### src/rtl/tile_cfg_pkg.sv
// tile_cfg_pkg: shared FSM state type, address-width and frame-mapping helpers
// Contents: state_t (IDLE/READ/COMMIT), aw_f (frame address width), frame_mapped (frame holds config bits)
package tile_cfg_pkg;
    typedef enum logic [1:0] {S_IDLE, S_READ, S_COMMIT} state_t;
    function automatic int aw_f(input int frames);
        return (frames > 1) ? $clog2(frames) : 1;
    endfunction
    function automatic logic frame_mapped(input int frame, input int width, input int nbits);
        return frame * width < nbits;
    endfunction
endpackage

### src/rtl/tile_config_mem_ctrl_if.sv
// tile_config_mem_ctrl_if: frame transfer, commit, error and configuration bus of the tile config controller
// master: drives FrameData/FrameAddr/FrameValid/FrameWrite/Commit/Lock/ErrorClr
// slave:  drives FrameReady/ReadData/ReadValid/CommitDone/Error/ConfigBits/ConfigBits_N
interface tile_config_mem_ctrl_if #(
    parameter int DW = 32,
    parameter int AW = 5,
    parameter int NB = 600
);
    logic [DW-1:0] FrameData;
    logic [AW-1:0] FrameAddr;
    logic          FrameValid;
    logic          FrameWrite;
    logic          FrameReady;
    logic [DW-1:0] ReadData;
    logic          ReadValid;
    logic          Commit;
    logic          CommitDone;
    logic          Lock;
    logic          Error;
    logic          ErrorClr;
    logic [NB-1:0] ConfigBits;
    logic [NB-1:0] ConfigBits_N;
    modport master (
        output FrameData, FrameAddr, FrameValid, FrameWrite, Commit, Lock, ErrorClr,
        input  FrameReady, ReadData, ReadValid, CommitDone, Error, ConfigBits, ConfigBits_N
    );
    modport slave (
        input  FrameData, FrameAddr, FrameValid, FrameWrite, Commit, Lock, ErrorClr,
        output FrameReady, ReadData, ReadValid, CommitDone, Error, ConfigBits, ConfigBits_N
    );
endinterface

### src/rtl/tile_cfg_frame_reg.sv
// tile_cfg_frame_reg: one configuration frame with write enable and masked width
// Ports: i_clk, i_rst_n (async active-low), i_we load strobe, i_d load data, o_q stored frame
module tile_cfg_frame_reg #(
    parameter int W    = 32,
    parameter int USED = 32
) (
    input  logic         i_clk,
    input  logic         i_rst_n,
    input  logic         i_we,
    input  logic [W-1:0] i_d,
    output logic [W-1:0] o_q
);
    // bits at or above USED carry no configuration and always read 0
    localparam logic [W-1:0] MASK = {W{1'b1}} >> (W - USED);
    logic [W-1:0] r_q;
    always_ff @(posedge i_clk or negedge i_rst_n)
        if (!i_rst_n) r_q <= '0;
        else if (i_we) r_q <= i_d & MASK;
    assign o_q = r_q;
endmodule

### src/rtl/tile_config_mem_ctrl.sv
// tile_config_mem_ctrl: framed configuration memory with optional shadow buffer, readback, commit and error flag
// Ports: CLK, resetn (async active-low), bus (slave side of tile_config_mem_ctrl_if)
module tile_config_mem_ctrl
    import tile_cfg_pkg::*;
#(
    parameter int MaxFramesPerCol = 20,
    parameter int FrameBitsPerRow = 32,
    parameter int NoConfigBits    = 600,
    parameter bit ShadowEnable    = 1'b1
) (
    input logic                   CLK,
    input logic                   resetn,
    tile_config_mem_ctrl_if.slave bus
);
    localparam int W  = FrameBitsPerRow;
    localparam int AW = aw_f(MaxFramesPerCol);
    localparam int NF = (NoConfigBits + W - 1) / W;
    state_t        r_state, w_next;
    logic [AW-1:0] r_addr;
    logic          r_error;
    logic          w_acc, w_mapped, w_wr_ok, w_err_evt;
    logic [W-1:0]  w_src [NF];
    logic [W-1:0]  w_act [NF];
    logic [W-1:0]  w_rdata;

    // gated by resetn so FrameReady stays low while reset is held
    assign bus.FrameReady = resetn && r_state == S_IDLE;
    assign w_acc     = bus.FrameValid && bus.FrameReady;
    assign w_mapped  = frame_mapped(int'(bus.FrameAddr), W, NoConfigBits);
    assign w_wr_ok   = w_acc && bus.FrameWrite && !bus.Lock && w_mapped;
    assign w_err_evt = w_acc && (!w_mapped || (bus.FrameWrite && bus.Lock));

    always_ff @(posedge CLK or negedge resetn)
        if (!resetn) begin
            r_state <= S_IDLE;
            r_addr  <= '0;
            r_error <= 1'b0;
        end else begin
            r_state <= w_next;
            if (w_acc) r_addr <= bus.FrameAddr;
            r_error <= w_err_evt || (r_error && !bus.ErrorClr);
        end

    // READ and COMMIT are single-cycle; an accepted write keeps the FSM in IDLE
    always_comb begin
        w_next = S_IDLE;
        if (r_state == S_IDLE)
            w_next = (w_acc && !bus.FrameWrite) ? S_READ :
                     (bus.Commit && !bus.FrameValid) ? S_COMMIT : S_IDLE;
    end

    genvar f;
    generate
        for (f = 0; f < NF; f++) begin : g_frame
            localparam int USED = (NoConfigBits - f * W < W) ? NoConfigBits - f * W : W;
            logic w_wr;
            assign w_wr = w_wr_ok && bus.FrameAddr == AW'(f);
            if (ShadowEnable) begin : g_dbl
                tile_cfg_frame_reg #(.W(W), .USED(USED)) u_shadow (
                    .i_clk(CLK), .i_rst_n(resetn), .i_we(w_wr), .i_d(bus.FrameData), .o_q(w_src[f])
                );
                tile_cfg_frame_reg #(.W(W), .USED(USED)) u_active (
                    .i_clk(CLK), .i_rst_n(resetn), .i_we(r_state == S_COMMIT), .i_d(w_src[f]), .o_q(w_act[f])
                );
            end else begin : g_sgl
                tile_cfg_frame_reg #(.W(W), .USED(USED)) u_active (
                    .i_clk(CLK), .i_rst_n(resetn), .i_we(w_wr), .i_d(bus.FrameData), .o_q(w_act[f])
                );
                assign w_src[f] = w_act[f];
            end
            assign bus.ConfigBits[f*W +: USED] = w_act[f][USED-1:0];
        end
    endgenerate

    // unmapped addresses match no frame and read back as zero
    always_comb begin
        w_rdata = '0;
        for (int i = 0; i < NF; i++)
            if (r_addr == AW'(i)) w_rdata = w_src[i];
    end

    assign bus.ReadValid    = r_state == S_READ;
    assign bus.ReadData     = bus.ReadValid ? w_rdata : '0;
    assign bus.CommitDone   = r_state == S_COMMIT;
    assign bus.Error        = r_error;
    assign bus.ConfigBits_N = ~bus.ConfigBits;
endmodule
### src/flat_wrapper.sv
// flat-port wrapper written by rule: the top's interface ports become plain ports
module tile_config_mem_ctrl_flat import tile_cfg_pkg::*;
#(
    parameter int MaxFramesPerCol = 20,
    parameter int FrameBitsPerRow = 32,
    parameter int NoConfigBits    = 600,
    parameter bit ShadowEnable    = 1'b1
)
  (CLK, resetn, bus_FrameData, bus_FrameAddr, bus_FrameValid, bus_FrameWrite, bus_Commit, bus_Lock, bus_ErrorClr, bus_FrameReady, bus_ReadData, bus_ReadValid, bus_CommitDone, bus_Error, bus_ConfigBits, bus_ConfigBits_N);
  tile_config_mem_ctrl_if bus_i ();
  input logic CLK;
  input logic resetn;
  input wire logic [$bits(bus_i.FrameData)-1:0] bus_FrameData;
  input wire logic [$bits(bus_i.FrameAddr)-1:0] bus_FrameAddr;
  input wire logic [$bits(bus_i.FrameValid)-1:0] bus_FrameValid;
  input wire logic [$bits(bus_i.FrameWrite)-1:0] bus_FrameWrite;
  input wire logic [$bits(bus_i.Commit)-1:0] bus_Commit;
  input wire logic [$bits(bus_i.Lock)-1:0] bus_Lock;
  input wire logic [$bits(bus_i.ErrorClr)-1:0] bus_ErrorClr;
  output wire logic [$bits(bus_i.FrameReady)-1:0] bus_FrameReady;
  output wire logic [$bits(bus_i.ReadData)-1:0] bus_ReadData;
  output wire logic [$bits(bus_i.ReadValid)-1:0] bus_ReadValid;
  output wire logic [$bits(bus_i.CommitDone)-1:0] bus_CommitDone;
  output wire logic [$bits(bus_i.Error)-1:0] bus_Error;
  output wire logic [$bits(bus_i.ConfigBits)-1:0] bus_ConfigBits;
  output wire logic [$bits(bus_i.ConfigBits_N)-1:0] bus_ConfigBits_N;
  assign bus_i.FrameData = bus_FrameData;
  assign bus_i.FrameAddr = bus_FrameAddr;
  assign bus_i.FrameValid = bus_FrameValid;
  assign bus_i.FrameWrite = bus_FrameWrite;
  assign bus_i.Commit = bus_Commit;
  assign bus_i.Lock = bus_Lock;
  assign bus_i.ErrorClr = bus_ErrorClr;
  assign bus_FrameReady = bus_i.FrameReady;
  assign bus_ReadData = bus_i.ReadData;
  assign bus_ReadValid = bus_i.ReadValid;
  assign bus_CommitDone = bus_i.CommitDone;
  assign bus_Error = bus_i.Error;
  assign bus_ConfigBits = bus_i.ConfigBits;
  assign bus_ConfigBits_N = bus_i.ConfigBits_N;
  tile_config_mem_ctrl #(.MaxFramesPerCol(MaxFramesPerCol), .FrameBitsPerRow(FrameBitsPerRow), .NoConfigBits(NoConfigBits), .ShadowEnable(ShadowEnable)) u_core (.CLK(CLK), .resetn(resetn), .bus(bus_i));
endmodule
### config.mk
export PLATFORM = sky130hd
export DESIGN_NAME = tile_config_mem_ctrl_flat
export DESIGN_NICKNAME = d
export VERILOG_FILES = /design/src/rtl/tile_cfg_pkg.sv /design/src/rtl/tile_config_mem_ctrl_if.sv /design/src/rtl/tile_cfg_frame_reg.sv /design/src/rtl/tile_config_mem_ctrl.sv /design/src/flat_wrapper.sv
export SDC_FILE = /design/constraint.sdc
export NUM_CORES = 2
export LEC_CHECK = 0
export ABC_AREA = 0
export CORE_AREA = 5 5 493 495
export CTS_CLUSTER_DIAMETER = 50
export DETAILED_ROUTE_END_ITERATION = 6
export DIE_AREA = 0 0 498 500
export PLACE_DENSITY = 0.42
export SLEW_MARGIN = 25
export SYNTH_ARGS = -nofsm -noshare
export SYNTH_HDL_FRONTEND = slang
export SYNTH_SLANG_ARGS = --single-unit
### constraint.sdc
create_clock -name CLK -period 2.9 [get_ports CLK]
set_input_delay 0.58 -clock CLK [delete_from_list [all_inputs] [get_ports CLK]]
set_output_delay 0.58 -clock CLK [all_outputs]
set_load 0.03 [all_outputs]
* Word-level counts from Yosys, hierarchy flattened
Cells that the tools add are included.
** Word-level totals
- Bits in registers :: 1208
- Input port bits :: 44
- Output and inout port bits :: 1236
- Word-level logic and storage cells :: 143
** Operators by class
- $lt $le $gt $ge :: 1
- Equality and inequality tests :: 38
- Muxes and demuxes :: 23
- Bitwise logic cells :: 1
- Reduce and logical (&&, ||, !) cells :: 39
** Operators with widths (count)
- 32-bit two-way mux :: 20
- 600-bit inverter :: 1
- 5-bit by 4-bit equality test with 1-bit output, second input constant :: 16
- 5-bit by 3-bit equality test with 1-bit output, second input constant :: 8
- 5-bit equality test, second input constant :: 6
- 1-bit logical AND :: 29
- 5-bit by 2-bit equality test with 1-bit output, second input constant :: 4
- 5-bit by 1-bit equality test with 1-bit output, second input constant :: 2
- 5-bit logical NOT :: 2
- 10-bit < comparator, second input constant :: 1
- 2-bit two-way mux :: 3
- 1-bit logical NOT :: 5
- 2-bit by 1-bit equality test with 1-bit output, second input constant :: 1
- 2-bit equality test, second input constant :: 1
- 2-bit logical NOT :: 1
- 1-bit logical OR :: 2

* Depth between registers and ports, before layout
- Depth after elaboration :: 21
- Mapped depth :: 11

* Hierarchy
Synthesis repeated with hierarchy kept, for this count alone.
** Second synthesis, totals
- Cells, all modules :: 4179
- Area total of the unflattened synthesis :: 59279.4 µm²
** By module, submodules not included
- tile_cfg_frame_reg at u_core.g_frame[0].g_dbl.u_active ... :: instances 36, cells each 68, area each 1345.0 µm², seq. area each 800.8 µm²
- tile_config_mem_ctrl :: instances 1, cells each 1611, area each 8735.9 µm², seq. area each 200.2 µm²
- tile_cfg_frame_reg at u_core.g_frame[18].g_dbl.u_active ... :: instances 2, cells each 60, area each 1061.0 µm², seq. area each 600.6 µm²

* Worst setup path before layout
No wires, ideal clock.
- Path type :: register to output
- From :: register u_core.r_addr[2]
- To :: output bus_ReadData[15]
- Data arrival time :: 2500 ps
- Path slack :: -180 ps
- Stages on the path, launching flop included :: 9
- Path buffers :: 2
- Cells stage by stage :: dfrtp_1 buf_4 or3_4 nor2_1 buf_4 a22oi_1 nand3_1 a21oi_1 o41ai_1
** Between the ends
- Word-level cells in the longest chain between the ends :: 21
- Elaborated cells on any way between the ends :: 39
- Classes of those cells :: eq/ne: 18; mux: 20; reduce/logical: 1
** Ends and longest elaborated chain
- from (decl) :: RTL line tile_config_mem_ctrl.sv:19 : logic [AW-1:0] r_addr;
- from (signal assigned) :: RTL line tile_config_mem_ctrl.sv:40 : if (w_acc) r_addr <= bus.FrameAddr;
- 5-bit logical NOT :: RTL line tile_config_mem_ctrl.sv:79 : if (r_addr == AW'(i)) w_rdata = w_src[i];
- 32-bit two-way mux (18 in series) :: RTL line tile_config_mem_ctrl.sv:79
- 32-bit two-way mux * :: RTL line tile_config_mem_ctrl.sv:79
- 32-bit two-way mux * :: RTL line tile_config_mem_ctrl.sv:83 : assign bus.ReadData = bus.ReadValid ? w_rdata : '0;
- to (decl) :: RTL line flat_wrapper.sv:21 : output wire logic [$bits(bus_i.ReadData)-1:0] bus_ReadData;
Mark *: on every way between the ends. The rest lies on a longest branch, timed or not.

* Final worst setup path
- From :: register u_core.r_addr[2]
- To :: output bus_ReadData[18]
The elaborated chain is that of the path after synthesis.

==> metrics <==
port bufs=1279; class of the worst hold path=input port to register; share of cells above drive strength 1=25.7%; Avg Inst Size Synth=10.7 sq um; remaining global-route overflow=0; Setup Skew=46.1 ps; Post-Syn Area=0.0517 sq mm; Hold Startpoint=bus_Commit; die extent in y=500 um; core box area=0.237 sq mm; met2 Use GR=42.6%; GR Util met3=7.21%; dpl cells=9396; Critical Path RT=2320 ps; via count=46100; Max VDD drop=441 uV; max cap viols=0; Tmin final=4020 ps; ys async rst share=100%; Reg2Reg Capture Point=u_core.g_frame[17].g_dbl.u_active.o_q[2]; CP max stage cell=o211ai_1; Fill cells=24300; fin crit share=139%; synthesized instance count=4830; GR Layer Usage met1=33.9%; Die Footprint=0.249 sq mm; post-DR vias/cell=4.70; R2R Setup Slk=540 ps; row cnt=179; r2r startpoint=u_core.r_state[1]; pwr dens=637 mW/mm^2; post-route ant nets=0; CP endpoint kind=output port; initial antenna violation count=68; failing checks=DRC, setup timing; IO Pins=1280; hold path depth=2; number of clock sinks=1208; DRC viols=2; H-tree depth=4; CTS tree=done; reg2reg path depth=6; Final Slew Violations=0; final number of setup-violating endpoints=32; RSZ-0062 raised after global routing=yes; first-pass GRT wire length=446000 um; Root Buffer=clkbuf_16; RD Place Congestion=0.952; Post-Route Utilization=33.8%; Pwr Total=51.1 mW; Syn Nets=4874; largest net degree at the start of global routing=157; Synth Flop Type=dfrtp_1; Arrival @ worst endpoint=3440 ps; worst hold endpoint=u_core.r_state[1]; EDFF count, synth=0; crit path launch=u_core.r_addr[2]; Reg clk slew, reported paths=60 ps; drt first pass iters=7; Setup WS pre-CTS=-869 ps; Placed Area=0.0717 sq mm; YS warnings=0; DP HPWL=269000 um; most repeated library cell on the critical path=buf_4; Area growth syn-to-layout=55.1%; run status=complete, but fails checks; crit path cell chain=buf_4 > nor2b_4 > buf_4 > nand3_1 > buf_6 > o211ai_1 > buf_4 > nand4_1 > o221a_2 > buf_6; worst-margin pin slew=1110 ps; worst-path fanout max=7; maximum clock insertion buffer count=3; CP startpoint kind=register; final std cells w/o fill=9808; Synth Register Bits=1208; final wirelength=336000 um; Avg WL per Cell=34.3 um; Tot GR Track Use=26.1%; fin worst setup slack=-1120 ps; Slew headroom=25.8%; Cell variety after synth=83; fmax=0.249 GHz; vias in the first global route=47300; leakage power=34.9 nW; register area share after synthesis=58.5%; initial DRC count=4027; Design Area, Final=0.0801 sq mm; CP max stage delay=540 ps; fin nets=6517; CTS buffer count=184; insertion delay to the later sink of the worst-skew pair=860 ps; Initial Utilization=21.8%; kind of critical path=register to output port; busiest grt layer=met2; final hold violation count=0; Die W=498 um
[where the power goes]
group | switching [mW] | internal (mW)
sequential | 0.695 | 17.5
combinational | 5.94 | 3.55
clock | 9.16 | 14.2
total | 15.8 | 35.3
[placed cells by master (no fill, tap or decap), types with 23 or more instances in the layout]
cell	n
mux2_2	596
a22oi_1	48
dfrtp_1	1203
clkbuf_1	23
nor2_1	53
o21ai_0	673
buf_12	105
mux2i_1	25
a21oi_1	90
buf_4	385
clkbuf_16	189
nand2_1	673
clkdlybuf4s50_1	1230
nand3_1	24
inv_1	621
diode_2	26
buf_6	61
[metrics by stage]
stage	setup TNS, ps	hold WS [ps]
floorplan	0	284
finish	-31250	287
CTS	-34130	212
global route	-33430	256
global placement	-10920	479
detailed placement	-10590	489
[critical path: cells and delay by family (launching register included)]
family | cells | cell delay [ps]
flip-flops | 1 | 520
AO/OA/AOI/OAI | 2 | 810
buffers and inverters | 5 | 900
AND/OR/NAND/NOR | 3 | 350
[state kept, by name, indices dropped and copies added, names as in the netlist]
name / count
u_core.r_state: 2
u_core.r_addr: 5
u_core.g_frame.g_dbl.u_active.o_q: 600
u_core.bus.Error: 1
u_core.g_frame.g_dbl.u_shadow.o_q: 600
[how the worst max path moves through the flow]
stage                                   to  slack, ps  cells past startpoint
final                     bus_ReadData[18]      -1120                     10
after global routing      bus_ReadData[10]      -1150                     11
after CTS                 bus_ReadData[22]      -1190                     11
after detailed placement   bus_ReadData[9]       -870                      9
after global placement     bus_ReadData[9]       -800                      9
after floorplan           bus_ReadData[23]        0.9                      8
[layer usage]
metal	part of all wire (%)	up-vias	wire, um
li1	-	19600	-
met1	42	24100	142000
met2	47	2023	157000
met3	7.9	420	26400
met4	3.1	32	10500
met5	0.058	-	195
[repair_timing]
action	in CTS	in global routing
hold buffers	1	0
cloned	0	4
gates resized for setup	200	123
setup buffers	35	23
endpoints found under the hold margin	108	0
endpoints found under the setup margin	38	35
pin swaps	45	61
[area by class of cell]
class | count | area, sq um | area share, %
antenna | 26 | 65.1 | 0.0812
multi-input combinational | 2651 | 18800 | 23.5
timing repair buffer | 1805 | 18300 | 22.9
clock buffer | 227 | 4980 | 6.21
tap | 3167 | 3960 | 4.95
sequential | 1208 | 30200 | 37.7
inverter | 623 | 2350 | 2.93
clock inverter | 101 | 1400 | 1.75
[Yosys cell counts (18+ instances only)]
| master | instances | share of area (%) |
|---|---|---|
| a21oi_1 | 113 | 1.1 |
| a221oi_1 | 30 | 0.51 |
| a22o_1 | 22 | 0.37 |
| a22oi_1 | 61 | 0.89 |
| a31oi_1 | 20 | 0.24 |
| buf_1 | 30 | 0.22 |
| buf_2 | 92 | 0.89 |
| buf_4 | 40 | 0.58 |
| clkbuf_1 | 180 | 1.3 |
| dfrtp_1 | 1208 | 59 |
| inv_1 | 623 | 4.5 |
| mux2_2 | 596 | 13 |
| mux2i_1 | 25 | 0.48 |
| nand2_1 | 688 | 5.0 |
| nand3_1 | 28 | 0.27 |
| nor2_1 | 77 | 0.56 |
| o211ai_1 | 18 | 0.26 |
| o21ai_0 | 686 | 6.6 |
| o22ai_1 | 27 | 0.33 |
[cells by family (layout without fill, tap and decap cells)]
kind of cell           Yosys count  in the layout  share of synthesized area, %
muxes                          630            630                          13.7
DFF                           1208           1208                          58.5
buffers and inverters          971           2756                          7.66
and+or+nand+nor                921            921                          7.72
AOI/OAI and AO/OA             1100           1100                          12.4
other                            0             26                             0
Power figures use the tool's default switching activity.
